===== src/rtl/riscv_pkg.sv =====
// Shared RISC-V core definitions: widths, reset defaults, fetch FSM encoding
// and the opcode constants shared between fetch and main_decoder.
package riscv_pkg;

    localparam int unsigned XLEN    = 32;
    localparam int unsigned ILEN    = 32;
    localparam int unsigned STATE_W = 3;

    localparam logic [31:0] RESET_PC_DEFAULT = 32'h0000_0000;
    localparam logic [31:0] NOP_INSTR        = 32'h0000_0013;

    typedef enum logic [STATE_W-1:0] {
        FETCH_IDLE  = 3'd0,
        FETCH_REQ   = 3'd1,
        FETCH_WAIT  = 3'd2,
        FETCH_VALID = 3'd3,
        FETCH_FAULT = 3'd4
    } fetch_state_e;

    localparam logic [6:0] OP_R_TYPE = 7'b0110011;
    localparam logic [6:0] OP_LOAD   = 7'b0000011;
    localparam logic [6:0] OP_STORE  = 7'b0100011;
    localparam logic [6:0] OP_BRANCH = 7'b1100011;
    localparam logic [6:0] OP_JAL    = 7'b1101111;
    localparam logic [6:0] OP_I_TYPE = 7'b0010011;

endpackage


===== src/rtl/instr_fetch_if.sv =====
// Instruction-memory request/response bus; fetch unit is master, memory is slave.
interface instr_fetch_if #(
    parameter int unsigned XLEN = riscv_pkg::XLEN
) ();
    import riscv_pkg::*;

    logic            imem_req;
    logic [XLEN-1:0] imem_addr;
    logic            imem_gnt;
    logic            imem_rvalid;
    logic [ILEN-1:0] imem_rdata;

    modport master (
        output imem_req,
        output imem_addr,
        input  imem_gnt,
        input  imem_rvalid,
        input  imem_rdata
    );

    modport slave (
        input  imem_req,
        input  imem_addr,
        output imem_gnt,
        output imem_rvalid,
        output imem_rdata
    );

endinterface


===== src/rtl/pc_next_logic.sv =====
// Sequential-PC adder, redirect mux and alignment check for the fetch unit.
module pc_next_logic #(
    parameter int unsigned XLEN = riscv_pkg::XLEN
) (
    input  logic [XLEN-1:0] pc,
    input  logic            pc_src,
    input  logic [XLEN-1:0] pc_target,
    output logic [XLEN-1:0] pc_plus4_c,
    output logic [XLEN-1:0] pc_next_c,
    output logic            misaligned_c
);
    localparam int unsigned ALIGN_W = 2;

    // Adder wraps modulo 2^XLEN by construction.
    always_comb begin
        pc_plus4_c   = pc + XLEN'(4);
        pc_next_c    = pc_src ? pc_target : pc_plus4_c;
        misaligned_c = |pc_next_c[ALIGN_W-1:0];
    end

endmodule


===== src/rtl/instr_fetch.sv =====
// Single-outstanding instruction fetch unit: owns the PC, presents Instr/PC
// to decode, follows resolved redirects and counts retired instructions.
module instr_fetch #(
    parameter int unsigned     XLEN     = riscv_pkg::XLEN,
    parameter logic [XLEN-1:0] RESET_PC = XLEN'(riscv_pkg::RESET_PC_DEFAULT)
) (
    input  logic                  clk,
    input  logic                  rst,
    instr_fetch_if.master         imem,
    output logic [31:0]           Instr,
    output logic [XLEN-1:0]       PC,
    output logic [XLEN-1:0]       PCPlus4,
    output logic                  instr_valid,
    input  logic                  dec_ready,
    input  logic                  PCSrc,
    input  logic [XLEN-1:0]       PCTarget,
    output logic                  fetch_fault,
    output logic [31:0]           instret
);
    import riscv_pkg::*;

    localparam logic [STATE_W-1:0] S_IDLE  = FETCH_IDLE;
    localparam logic [STATE_W-1:0] S_REQ   = FETCH_REQ;
    localparam logic [STATE_W-1:0] S_WAIT  = FETCH_WAIT;
    localparam logic [STATE_W-1:0] S_VALID = FETCH_VALID;
    localparam logic [STATE_W-1:0] S_FAULT = FETCH_FAULT;

    logic [STATE_W-1:0] state;
    logic [STATE_W-1:0] state_d;
    logic [XLEN-1:0]    fetch_pc;
    logic [XLEN-1:0]    fetch_pc_d;
    logic [ILEN-1:0]    instr_d;
    logic [XLEN-1:0]    pc_d;
    logic [31:0]        instret_d;
    logic               req;
    logic [XLEN-1:0]    pc_next_c;
    logic               misaligned_c;

    pc_next_logic #(.XLEN(XLEN)) u_pc_next (
        .pc           (PC),
        .pc_src       (PCSrc),
        .pc_target    (PCTarget),
        .pc_plus4_c   (PCPlus4),
        .pc_next_c    (pc_next_c),
        .misaligned_c (misaligned_c)
    );

    assign imem.imem_req  = req;
    assign imem.imem_addr = fetch_pc;

    // Next-state and datapath update; redirect inputs only matter on accept.
    always_comb begin
        state_d    = state;
        fetch_pc_d = fetch_pc;
        instr_d    = Instr;
        pc_d       = PC;
        instret_d  = instret;
        case (state)
            S_IDLE: state_d = S_REQ;
            S_REQ: begin
                if (imem.imem_gnt) state_d = S_WAIT;
            end
            S_WAIT: begin
                if (imem.imem_rvalid) begin
                    instr_d = imem.imem_rdata;
                    pc_d    = fetch_pc;
                    state_d = S_VALID;
                end
            end
            S_VALID: begin
                if (dec_ready) begin
                    instret_d = instret + 32'd1;
                    if (misaligned_c) begin
                        state_d = S_FAULT;
                    end else begin
                        fetch_pc_d = pc_next_c;
                        state_d    = S_REQ;
                    end
                end
            end
            S_FAULT: state_d = S_FAULT;
            default: state_d = S_IDLE;
        endcase
    end

    // Strobes are registered from the next state so they line up with it.
    always_ff @(posedge clk) begin
        if (rst) begin
            state       <= S_IDLE;
            fetch_pc    <= RESET_PC;
            Instr       <= NOP_INSTR;
            PC          <= RESET_PC;
            instret     <= 32'd0;
            req         <= 1'b0;
            instr_valid <= 1'b0;
            fetch_fault <= 1'b0;
        end else begin
            state       <= state_d;
            fetch_pc    <= fetch_pc_d;
            Instr       <= instr_d;
            PC          <= pc_d;
            instret     <= instret_d;
            req         <= (state_d == S_REQ);
            instr_valid <= (state_d == S_VALID);
            fetch_fault <= (state_d == S_FAULT);
        end
    end

endmodule


===== src/flat_wrapper.sv =====
// flat-port wrapper written by rule: the top's interface ports become plain ports
module instr_fetch_flat import riscv_pkg::*;
#(
    parameter int unsigned     XLEN     = riscv_pkg::XLEN,
    parameter logic [XLEN-1:0] RESET_PC = XLEN'(riscv_pkg::RESET_PC_DEFAULT)
)
  (clk, rst, Instr, PC, PCPlus4, instr_valid, dec_ready, PCSrc, PCTarget, fetch_fault, instret, imem_imem_req, imem_imem_addr, imem_imem_gnt, imem_imem_rvalid, imem_imem_rdata);
  instr_fetch_if #(.XLEN(XLEN)) imem_i ();
  input  logic clk;
  input  logic rst;
  output logic [31:0] Instr;
  output logic [XLEN-1:0] PC;
  output logic [XLEN-1:0] PCPlus4;
  output logic instr_valid;
  input  logic dec_ready;
  input  logic PCSrc;
  input  logic [XLEN-1:0] PCTarget;
  output logic fetch_fault;
  output logic [31:0] instret;
  output wire logic [$bits(imem_i.imem_req)-1:0] imem_imem_req;
  output wire logic [$bits(imem_i.imem_addr)-1:0] imem_imem_addr;
  input wire logic [$bits(imem_i.imem_gnt)-1:0] imem_imem_gnt;
  input wire logic [$bits(imem_i.imem_rvalid)-1:0] imem_imem_rvalid;
  input wire logic [$bits(imem_i.imem_rdata)-1:0] imem_imem_rdata;
  assign imem_imem_req = imem_i.imem_req;
  assign imem_imem_addr = imem_i.imem_addr;
  assign imem_i.imem_gnt = imem_imem_gnt;
  assign imem_i.imem_rvalid = imem_imem_rvalid;
  assign imem_i.imem_rdata = imem_imem_rdata;
  instr_fetch #(.XLEN(XLEN), .RESET_PC(RESET_PC)) u_core (.clk(clk), .rst(rst), .imem(imem_i), .Instr(Instr), .PC(PC), .PCPlus4(PCPlus4), .instr_valid(instr_valid), .dec_ready(dec_ready), .PCSrc(PCSrc), .PCTarget(PCTarget), .fetch_fault(fetch_fault), .instret(instret));
endmodule

===== config.mk =====
export PLATFORM = sky130hd
export DESIGN_NAME = instr_fetch_flat
export DESIGN_NICKNAME = d
export VERILOG_FILES = /design/src/rtl/riscv_pkg.sv /design/src/rtl/instr_fetch_if.sv /design/src/rtl/pc_next_logic.sv /design/src/rtl/instr_fetch.sv /design/src/flat_wrapper.sv
export SDC_FILE = /design/constraint.sdc
export NUM_CORES = 1
export LEC_CHECK = 0
export BUFFER_PORTS_ARGS = -buffer_cell sky130_fd_sc_hd__buf_2
export CORE_AREA = 2 2 110 112
export CTS_CLUSTER_SIZE = 14
export DETAILED_ROUTE_END_ITERATION = 16
export DIE_AREA = 0 0 112 114
export GPL_ROUTABILITY_DRIVEN = 0
export PLACE_DENSITY = 0.85
export SLEW_MARGIN = 15
export SYNTH_ARGS = -nofsm -noshare
export SYNTH_HDL_FRONTEND = slang
export SYNTH_SLANG_ARGS = --single-unit

===== constraint.sdc =====
create_clock -name clk -period 4.9 [get_ports clk]
set_clock_uncertainty 0.1 [all_clocks]
set_input_delay 1.225 -clock clk [delete_from_list [all_inputs] [get_ports clk]]
set_output_delay 1.225 -clock clk [all_outputs]
set_load 0.05 [all_outputs]

==> flow_summary_export.csv, run 1 <==
group,metric,value,unit
cts,postCtsHoldBufs,0,
yosys,syn-num-nets,845,
cts,clk_latency,0.41,ns
setup_path,r2r_start,"u_core.state[0]$_SDFF_PP0_",
cts,clk_pin_slew,0.06,ns
setup_path,max_stage_delay,0.72,ns
final_layout,stdcell_count,1132,
final_layout,nets,1044,
floorplanning,coreArea,11700,um2
timing,rsz0062_at_grt,"false",
detailed_routing,first_iter_violations,510,
setup_path,path_class,"register to output pin",
final_layout,diodes,0,
setup_path,path_cells,"nand4_1, or4_1, or3_1, xnor2_1, inv_1, buf_2",
setup_path,required,3.58,ns
floorplanning,io_pins,233,
final_layout,mostFrequentLayoutCells,"231 x buf_2, 171 x nand2_1, 134 x dfxtp_1",
detailed_routing,via_per_inst,5.48,
yosys,mappedNetlistArea,6050,um2
timing,relSlewSlack,41.2,%
power,vdd_ir_drop_max,0.305,mV
detailed_routing,ant_nets,0,
yosys,synthArstFlopShare,0,%
placed_design,dpl.cell_count,1100,
setup_path,critPathArrivalTime,2.72,ns
cts,clk_path_buf_depth,2,
final_layout,syn_to_final_growth,29.1,%
placed_design,placed_cell_area,7220,um2
power,p_leak,0.00343,uW
setup_path,critPathCapture,"PCPlus4[27]",
detailed_routing,wirelength,17.6,mm
setup_path,r2r_slack,2.28,ns
final_layout,final_util,66.7,%
timing,drv_slew,0,
floorplanning,floorplan.initialDensity,51.7,%
timing,setup_viol,0,
global_routing,grt_pass1_wl,27.9,mm
global_routing,grt_max_degree,65,
floorplanning,die_w,112,um
cts,post-cts-setup-buffer-count,0,
yosys,synthCells,773,
yosys,synth-edff-count,0,
setup_path,critPathLaunch,"u_core.PC[19]$_SDFFE_PP0P_",
cts,cts_tree,"done",
floorplanning,rows,40,
timing,fin_tns_setup,0,ns
cts,post_cts_resized,0,
timing,min_period,4.05,ns
cts,htreeDepth,4,
setup_path,endpoint_kind,"output pin",
detailed_routing,firstDrtPassIters,6,
power,cellPowerDensity,324,nW/um2
timing,max_freq,0.247,GHz
global_routing,antenna_found_initial,0,
floorplanning,die_h,114,um
global_routing,grt_usage,26.9,%
timing,hold_viol,0,
placed_design,port_buffers,232,
final_layout,design_area,7810,um2
setup_path,crit_path_start_kind,"register",
final_layout,drive_above_1_share,28.7,%
yosys,yosys_warnings,0,
yosys,synth_seq_cells,134,
min_path,hp-class,"register to register",
setup_path,worstPathMaxFanout,9,
detailed_routing,wl_per_cell,15.5,um
setup_path,critPathSlowestCell,"or4_1",
setup_path,r2r_end,"u_core.instret[27]$_SDFFE_PP0P_",
floorplanning,dieArea,12800,um2
yosys,syn_avg_cell_area,7.83,um2
global_routing,grt.overflow.total,0,
final_layout,final_common_cell,"buf_2",
timing,min_period_over_period,82.6,%
power,finalPower,2530,uW
yosys,seq_area_frac_synth,44.3,%
global_routing,grt_pass1_vias,5755,
timing,max_slew.worst_pin.slew,0.878,ns
cts,cts.sinks,134,
detailed_routing,drc,0,
detailed_routing,dr_total_vias,6201,
run_status,status,"complete, no violations",
placed_design,dp_hpwl,12.1,mm
setup_path,reg2regPathDepth,5,
yosys,synth_cell_types,47,
cts,numCtsBuffers,17,
cts,cts_root_buf,"clkbuf_16",
flow_run,cap_violations,0,
yosys,synth_ff_type,"dfxtp_1",
## worst min-delay path by stage
stage / slack [ns] / to / cells after the start / startpoint
finish: 0.35 / u_core.Instr[29]$_SDFFE_PP0P_ / 2 / u_core.Instr[29]$_SDFFE_PP0P_
detailed placement: 0.34 / u_core.Instr[22]$_SDFFE_PP0P_ / 2 / u_core.Instr[22]$_SDFFE_PP0P_
floorplan: 0.42 / u_core.state[1]$_SDFF_PP0_ / 1 / u_core.state[2]$_SDFF_PP0_
CTS: 0.35 / u_core.Instr[22]$_SDFFE_PP0P_ / 2 / u_core.Instr[22]$_SDFFE_PP0P_
global placement: 0.34 / u_core.Instr[10]$_SDFFE_PP0P_ / 2 / u_core.Instr[10]$_SDFFE_PP0P_
global route: 0.37 / u_core.Instr[18]$_SDFFE_PP0P_ / 2 / u_core.Instr[18]$_SDFFE_PP0P_
## layout make-up
class,instances,area [um2]
clock inverter,10,129
tap,147,184
fill,1004,3900
sequential,134,2680
clock buffer,22,454
timing repair buffer,238,1210
inverter,24,90.1
multi-input combinational,557,3060
## cell families (layout without fill, tap and decap cells)
kind of cell               count (synthesis)  in the layout  share of synthesized area, %
and+or+nand+nor                          358            358                          28.8
AOI/OAI and AO/OA                        144            144                          13.2
DFF                                      134            134                          44.3
buffers and inverters                     82            294                          5.54
xor gates and xnor gates                  51             51                          7.38
adders and majority gates                  2              2                         0.414
muxes                                      2              2                         0.331
## cell usage after synthesis (7+ instances only)
cell type  instances  share of area (%)
inv_1             24                1.5
nor4_1            16                1.7
xor2_1            14                2.0
buf_1              9               0.56
nor3_1            25                2.1
dfxtp_1          134                 44
xnor2_1           37                5.4
nand2_1          171                 11
a31oi_1           12                1.2
a21oi_1           86                7.1
and3_1             7               0.72
o211ai_1           8               0.99
nor2_1            42                2.6
and4_1             7                1.0
clkbuf_1          38                2.4
nand2b_1           8               0.83
nand4_1           15                1.6
nand3_1           28                2.3
o21ai_0           23                1.9
or3_1              9               0.93
buf_2              7               0.58
## sequential cells by signal, summed over array words and instances, names as in the netlist
name,count
u_core.Instr,32
u_core.PC,32
u_core.imem.imem_addr,32
u_core.instret,32
u_core.state,3
u_core.fetch_fault,1
u_core.imem.imem_req,1
u_core.instr_valid,1
## critical path: cells and delay by family (launching register included)
kind / cells / cell delay [ns]
xor gates and xnor gates: 1 / 0.27
DFF: 1 / 0.45
buffers and inverters: 2 / 0.32
and+or+nand+nor: 3 / 1.27
## metal layers
| layer | up-vias | GRT usage [%] | part of all wire [%] |
|---|---|---|---|
| met2 | 233 | 46.9 | 50 |
| met4 | 0 | 11.1 | 2.3 |
| met1 | 2908 | 31.1 | 40 |
| met3 | 36 | 7.92 | 7.6 |
| li1 | 3024 | - | - |
| met5 | - | 0 | 0 |
## where the power goes
group / total, uW / internal [uW] / switching, uW
Clock: 1270 / 808 / 461
Sequential: 1110 / 1100 / 8.64
Combinational: 146 / 44.7 / 101
Total: 2530 / 1950 / 571
## per-stage QoR
stage	setup slack (ns)	hold WS [ns]
2_1_floorplan	0.969	0.421
3_3_place_gp	1.28	0.339
3_5_place_dp	1.31	0.345
4_1_cts	0.865	0.352
5_1_grt	0.656	0.374
6_report	0.850	0.350
Note: power is estimated with default switching activity, not from simulation.
==> inputs of run 2 (changes only) <==
--- a/config.mk
+++ b/config.mk
@@ -5,13 +5,14 @@
 export SDC_FILE = /design/constraint.sdc
 export NUM_CORES = 1
 export LEC_CHECK = 0
+export ABC_AREA = 1
 export BUFFER_PORTS_ARGS = -buffer_cell sky130_fd_sc_hd__buf_2
-export CORE_AREA = 2 2 110 112
+export CORE_AREA = 2 2 119 121
 export CTS_CLUSTER_SIZE = 14
 export DETAILED_ROUTE_END_ITERATION = 16
-export DIE_AREA = 0 0 112 114
+export DIE_AREA = 0 0 121 123
 export GPL_ROUTABILITY_DRIVEN = 0
-export PLACE_DENSITY = 0.85
+export PLACE_DENSITY = 0.78
 export SLEW_MARGIN = 15
 export SYNTH_ARGS = -nofsm -noshare
 export SYNTH_HDL_FRONTEND = slang
==> constraint.sdc (replaced) <==
create_clock -name clk -period 4.1 [get_ports clk]
set_clock_uncertainty 0.1 [all_clocks]
set_input_delay 1.025 -clock clk [delete_from_list [all_inputs] [get_ports clk]]
set_output_delay 1.025 -clock clk [all_outputs]
set_load 0.05 [all_outputs]
==> run 2 against run 1 <==
Compared with the run above: total power is 46% higher; worst hold slack better by 0.011 ns; design area is 8.7% higher; highest routed layer unchanged.
==> flow_summary_export.csv, run 2 <==
group,metric,value,unit
timing,hold_viol,0,
run_status,status,"complete, no violations",
setup_path,r2r_slack,1.99,ns
floorplanning,rows,43,
power,p_leak,0.00373,uW
min_path,hp-class,"register to register",
cts,clk_latency,0.41,ns
timing,fin_tns_setup,0,ns
timing,setup_viol,0,
yosys,yosysMostFrequentCell,"nand2_1",
timing,drv_slew,0,
detailed_routing,first_iter_violations,392,
power,cellPowerDensity,434,nW/um2
floorplanning,dieArea,14900,um2
detailed_routing,dr_total_vias,6991,
detailed_routing,ant_nets,0,
setup_path,max_stage_delay,0.37,ns
setup_path,critPathSlowestCell,"dfxtp_1",
setup_path,worstPathMaxFanout,5,
floorplanning,die_h,123,um
floorplanning,coreArea,13600,um2
setup_path,path_cells,"ha_1, inv_1, nor2_1, nand2_2, nor2_1, nor2_1, or2_2, buf_2",
cts,cts.sinks,134,
cts,cts_root_buf,"clkbuf_16",
timing,min_period_over_period,79.9,%
yosys,synthArstFlopShare,0,%
placed_design,dp_hpwl,14.0,mm
global_routing,grt_usage,25.7,%
timing,relSlewSlack,53.9,%
yosys,syn-num-nets,1026,
timing,max_slew.worst_pin.slew,0.690,ns
yosys,synth_top_cell_area_share,40.5,%
cts,htreeDepth,4,
final_layout,final_util,62.4,%
detailed_routing,wl_per_cell,14.2,um
final_layout,drive_above_1_share,29.6,%
yosys,syn_avg_cell_area,6.94,um2
power,vdd_ir_drop_max,0.294,mV
global_routing,grt_max_degree,71,
final_layout,nFillCells,1280,
setup_path,critPathArrivalTime,2.15,ns
cts,clk_pin_slew,0.06,ns
setup_path,required,2.97,ns
yosys,synthCells,954,
yosys,synth_ff_type,"dfxtp_1",
cts,clk_path_buf_depth,2,
final_layout,final_common_cell,"buf_2",
setup_path,endpoint_kind,"output pin",
floorplanning,io_pins,233,
power,finalPower,3680,uW
cts,post-cts-setup-buffer-count,0,
final_layout,syn_to_final_growth,28.2,%
yosys,synthTopCellsByArea,"dfxtp_1 41%, nand2_1 12%, nor2_1 9.5%",
global_routing,grt_pass1_vias,6141,
setup_path,r2r_start,"u_core.state[0]$_SDFF_PP0_",
setup_path,path_buf_inv,2,
min_path,hold_depth,2,
floorplanning,floorplan.initialDensity,48.6,%
setup_path,r2r_end,"u_core.fetch_fault$_SDFF_PP0_",
yosys,seq_area_frac_synth,40.5,%
global_routing,antenna_found_initial,0,
yosys,mappedNetlistArea,6620,um2
detailed_routing,firstDrtPassIters,5,
detailed_routing,via_per_inst,5.13,
yosys,synth_cell_types,36,
global_routing,grt.overflow.total,0,
setup_path,crit_path_start_kind,"register",
setup_path,reg2regPathDepth,7,
final_layout,mostFrequentLayoutCells,"232 x buf_2, 206 x nand2_1, 167 x nor2_1",
detailed_routing,wirelength,19.4,mm
yosys,synth_seq_cells,134,
cts,postCtsHoldBufs,0,
timing,max_freq,0.305,GHz
cts,cts_tree,"done",
floorplanning,die_w,121,um
detailed_routing,drc,0,
setup_path,path_class,"register to output pin",
yosys,synth_common_cells,"207 x nand2_1, 167 x nor2_1, 134 x dfxtp_1",
min_path,hold_start,"u_core.imem.imem_addr[11]$_SDFFE_PP0P_",
setup_path,cp_top_family,"simple AND/OR/NAND/NOR gates",
placed_design,dp_slack,1.19,ns
setup_path,cp.depth,8,
final_layout,nets,1240,
setup_path,cp_common_cell,"nor2_1",
timing,rsz0062_at_grt,"false",
placed_design,port_buffers,232,
cts,numCtsBuffers,17,
timing,layout_setup_ws,0.824,ns
yosys,yosys_warnings,0,
min_path,hold_end,"u_core.PC[11]$_SDFFE_PP0P_",
global_routing,grt_pass1_wl,30.3,mm
yosys,synth-edff-count,0,
yosys,synth_area_leader_cell,"dfxtp_1",
cts,post_cts_resized,0,
timing,min_period,3.28,ns
flow_run,cap_violations,0,
## run 2: cell types whose count changed in the layout (fill, tap and decap cells not counted), sizes merged, moves of 10 or more
| cell | before | now |
|---|---|---|
| a21oi | 86 | 101 |
| a31oi | 12 | 0 |
| inv | 24 | 79 |
| nand2 | 171 | 212 |
| nand4 | 18 | 8 |
| nor2 | 42 | 187 |
| nor3 | 25 | 12 |
| nor4 | 19 | 0 |
| o21ai | 24 | 105 |
| xnor2 | 37 | 5 |
## run 2: tightest hold or removal path, delay by kind of cell (launching register included)
kind            cells  cell delay [ns]
flops               1             0.32
compound gates      1             0.05
buf+inv             1             0.05
## run 2: cells by family (layout without fill, tap and decap cells)
| kind of cell | Yosys count | in the layout | share of synthesized area [%] |
|---|---|---|---|
| AO/OA/AOI/OAI | 210 | 210 | 18.4 |
| XOR/XNOR | 17 | 17 | 2.25 |
| adder cells (fa/ha/maj) | 2 | 2 | 0.378 |
| buffers and inverters | 121 | 348 | 7.69 |
| flip-flops | 134 | 134 | 40.5 |
| other | 0 | 1 | 0 |
| AND/OR/NAND/NOR | 470 | 470 | 30.8 |
## run 2: routing by layer
layer | GRT usage (%) | vias up | wire, um
met5 | 0 | - | 0
met4 | 9.38 | 0 | 421
met3 | 6.04 | 33 | 1550
met2 | 42.2 | 275 | 8970
met1 | 33.0 | 3175 | 8430
li1 | - | 3508 | -
## run 2: worst max path at each step
stage	to	slack [ns]	startpoint
global placement	u_core.fetch_fault$_SDFF_PP0_	1.24	PCSrc
global route	PCPlus4[16]	0.68	u_core.PC[3]$_SDFFE_PP0P_
floorplan	PCPlus4[17]	0.61	u_core.PC[2]$_SDFFE_PP0P_
finish	PCPlus4[16]	0.82	u_core.PC[3]$_SDFFE_PP0P_
detailed placement	u_core.fetch_fault$_SDFF_PP0_	1.19	PCSrc
CTS	PCPlus4[16]	0.81	u_core.PC[3]$_SDFFE_PP0P_
## run 2: final cells by class
type,count,area (um2),area share [%]
Multi-Input combinational cell,699,3430,40.4
Clock inverter,10,143,1.68
Inverter,78,293,3.45
Sequential cell,134,2680,31.6
Antenna cell,1,2.50,0.0295
Timing Repair Buffer,238,1220,14.4
Tap cell,180,225,2.65
Clock buffer,22,494,5.82
## run 2: report_power, final
| group | switching, uW | internal (uW) |
|---|---|---|
| sequential | 65.4 | 1370 |
| clock | 568 | 1040 |
| combinational | 490 | 153 |
| total | 1120 | 2560 |
## run 2: stage by stage
step	std cells	area [um2]	hold slack, ns
2_1_floorplan	954	6620	0.476
3_3_place_gp	1329	7850	0.347
3_5_place_dp	1329	7850	0.350
4_1_cts	1361	8490	0.359
5_1_grt	1361	8490	0.381
6_report	1362	8490	0.361
==> inputs of run 3 (changes only) <==
--- a/config.mk
+++ b/config.mk
@@ -5,14 +5,14 @@
 export SDC_FILE = /design/constraint.sdc
 export NUM_CORES = 1
 export LEC_CHECK = 0
-export ABC_AREA = 1
+export ABC_AREA = 0
 export BUFFER_PORTS_ARGS = -buffer_cell sky130_fd_sc_hd__buf_2
-export CORE_AREA = 2 2 119 121
+export CORE_AREA = 2 2 121 123
 export CTS_CLUSTER_SIZE = 14
 export DETAILED_ROUTE_END_ITERATION = 16
-export DIE_AREA = 0 0 121 123
+export DIE_AREA = 0 0 123 125
 export GPL_ROUTABILITY_DRIVEN = 0
-export PLACE_DENSITY = 0.78
+export PLACE_DENSITY = 0.75
 export SLEW_MARGIN = 15
 export SYNTH_ARGS = -nofsm -noshare
 export SYNTH_HDL_FRONTEND = slang
==> constraint.sdc (replaced) <==
create_clock -name clk -period 2.7 [get_ports clk]
set_clock_uncertainty 0.1 [all_clocks]
set_input_delay 0.675 -clock clk [delete_from_list [all_inputs] [get_ports clk]]
set_output_delay 0.675 -clock clk [all_outputs]
set_load 0.05 [all_outputs]
==> run 3 against run 2 <==
Compared with the run above: final cell count down 10%; largest power group unchanged; worst hold slack worse by 0.011 ns; the flow now finishes with violations (negative setup slack); non-clock buffer count up 54; sequential share of layout area down 0.69 points; utilization up 0.49 points; highest routed layer unchanged; via count down 8.2%; total power up 26%; first-iteration DRC count up 5.6%.
==> flow_summary_export.csv, run 3 (synthesis results as in run 1) <==
group,metric,value,unit
final_layout,stdcell_count,1224,
timing,relSlewSlack,53.7,%
floorplanning,dieArea,15400,um2
setup_path,r2r_slack,0.58,ns
setup_path,path_class,"register to output pin",
setup_path,path_cells,"nand4_1, or4_4, buf_4, nor4_4, xor2_4, buf_8",
detailed_routing,wirelength,19.5,mm
global_routing,grt_usage,24.9,%
setup_path,r2r_start,"u_core.state[0]$_SDFF_PP0_",
setup_path,cp_top_family,"simple AND/OR/NAND/NOR gates",
setup_path,endpoint_kind,"output pin",
placed_design,port_buffers,232,
timing,layout_setup_ws,-0.337,ns
setup_path,worstPathMaxFanout,6,
setup_path,r2r_end,"u_core.instret[17]$_SDFFE_PP0P_",
setup_path,required,1.92,ns
detailed_routing,wl_per_cell,16.0,um
min_path,hp-class,"register to register",
timing,max_slew.worst_pin.slew,0.694,ns
cts,htreeDepth,4,
floorplanning,io_pins,233,
setup_path,critPathArrivalTime,2.26,ns
timing,fin_tns_setup,-2.36,ns
power,cellPowerDensity,520,nW/um2
floorplanning,die_h,125,um
floorplanning,floorplan.initialDensity,42.6,%
setup_path,reg2regPathDepth,6,
power,finalPower,4640,uW
detailed_routing,ant_nets,0,
final_layout,nets,1098,
timing,min_period,3.04,ns
setup_path,critPathSlowestCell,"or4_4",
global_routing,grt_pass1_vias,5919,
timing,setup_viol,13,
detailed_routing,first_iter_violations,414,
floorplanning,rows,44,
setup_path,path_buf_inv,2,
final_layout,nFillCells,1212,
final_layout,seq_area,2760,um2
detailed_routing,dr_total_vias,6421,
setup_path,max_stage_delay,0.60,ns
final_layout,final_util,62.9,%
min_path,hold_start,"u_core.Instr[11]$_SDFFE_PP0P_",
power,vdd_ir_drop_max,0.488,mV
timing,holdWs,0.350,ns
timing,hold_viol,0,
cts,cts_root_buf,"clkbuf_16",
cts,clk_pin_slew,0.06,ns
placed_design,dp_hpwl,12.9,mm
detailed_routing,via_per_inst,5.25,
detailed_routing,firstDrtPassIters,5,
global_routing,grt_max_degree,91,
detailed_routing,drc,0,
floorplanning,coreArea,14200,um2
cts,clk_path_buf_depth,2,
global_routing,grt.overflow.total,0,
final_layout,final_common_cell,"buf_2",
min_path,hold_depth,2,
timing,min_period_over_period,112,%
timing,rsz0062_at_grt,"true",
final_layout,multi_input_area,3390,um2
timing,drv_slew,0,
placed_design,dpl.cell_count,1176,
floorplanning,die_w,123,um
flow_run,cap_violations,0,
final_layout,syn_to_final_growth,47.6,%
global_routing,grt_pass1_wl,30.0,mm
cts,cts.sinks,134,
run_status,status,"finished, violations left",
final_layout,mostFrequentLayoutCells,"209 x buf_2, 169 x nand2_1, 110 x dfxtp_1",
timing,max_freq,0.329,GHz
cts,numCtsBuffers,17,
setup_path,crit_path_start_kind,"register",
power,p_leak,0.00389,uW
run_status,violations,"negative setup slack",
setup_path,cp.depth,6,
global_routing,antenna_found_initial,1,
cts,clk_latency,0.42,ns
cts,cts_tree,"done",
final_layout,drive_above_1_share,38.2,%
min_path,hold_end,"u_core.Instr[11]$_SDFFE_PP0P_",
cts,postCtsHoldBufs,0,
run 3: tightest hold or removal path: cells and delay by family, from the launching register on:
family | cells | cell delay, ns
flops | 1 | 0.30
compound gates | 1 | 0.05
simple gates | 1 | 0.05
run 3: repair_timing:
item | 4_1_cts | 5_1_grt
gates resized for setup | 58 | 32
pin swaps | 22 | 11
endpoints found under the setup margin | 19 | 22
setup buffers | 11 | 5
run 3: worst max path at each step:
stage | startpoint | endpoint | slack (ns)
2_1_floorplan | u_core.PC[20]$_SDFFE_PP0P_ | PCPlus4[28] | -0.002
3_3_place_gp | u_core.PC[22]$_SDFFE_PP0P_ | PCPlus4[28] | 0.0006
3_5_place_dp | u_core.PC[22]$_SDFFE_PP0P_ | PCPlus4[28] | -0.005
4_1_cts | u_core.PC[22]$_SDFFE_PP0P_ | PCPlus4[27] | -0.40
5_1_grt | u_core.PC[19]$_SDFFE_PP0P_ | PCPlus4[27] | -0.42
6_report | u_core.PC[19]$_SDFFE_PP0P_ | PCPlus4[29] | -0.34
run 3: through the flow:
stage	instance area [um2]	worst slack, ns
2_1_floorplan	6240	-0.00164
3_3_place_gp	7830	0.000621
3_5_place_dp	7830	-0.00529
4_1_cts	8750	-0.401
5_1_grt	8930	-0.422
6_report	8930	-0.337
run 3: cell type report:
| cell class | count | area share, % |
|---|---|---|
| Tap cell | 184 | 2.58 |
| Timing Repair Buffer | 292 | 20.6 |
| Clock inverter | 10 | 1.32 |
| Antenna cell | 1 | 0.0280 |
| Multi-Input combinational cell | 557 | 38.0 |
| Clock buffer | 22 | 5.55 |
| Inverter | 24 | 1.04 |
| Sequential cell | 134 | 30.9 |
run 3: where the power goes:
part | internal (uW) | switching (uW)
Combinational | 89.1 | 190
Sequential | 1980 | 16.2
Clock | 1490 | 876
Total | 3560 | 1080
run 3: metal layers:
metal	wire [um]	track usage (%)	vias up	part of all wire, %
li1	-	-	3131	-
met1	8220	31.4	2968	42
met2	9440	39.4	272	48
met3	1220	6.30	50	6.3
met4	649	12.0	0	3.3
met5	0	0	-	0
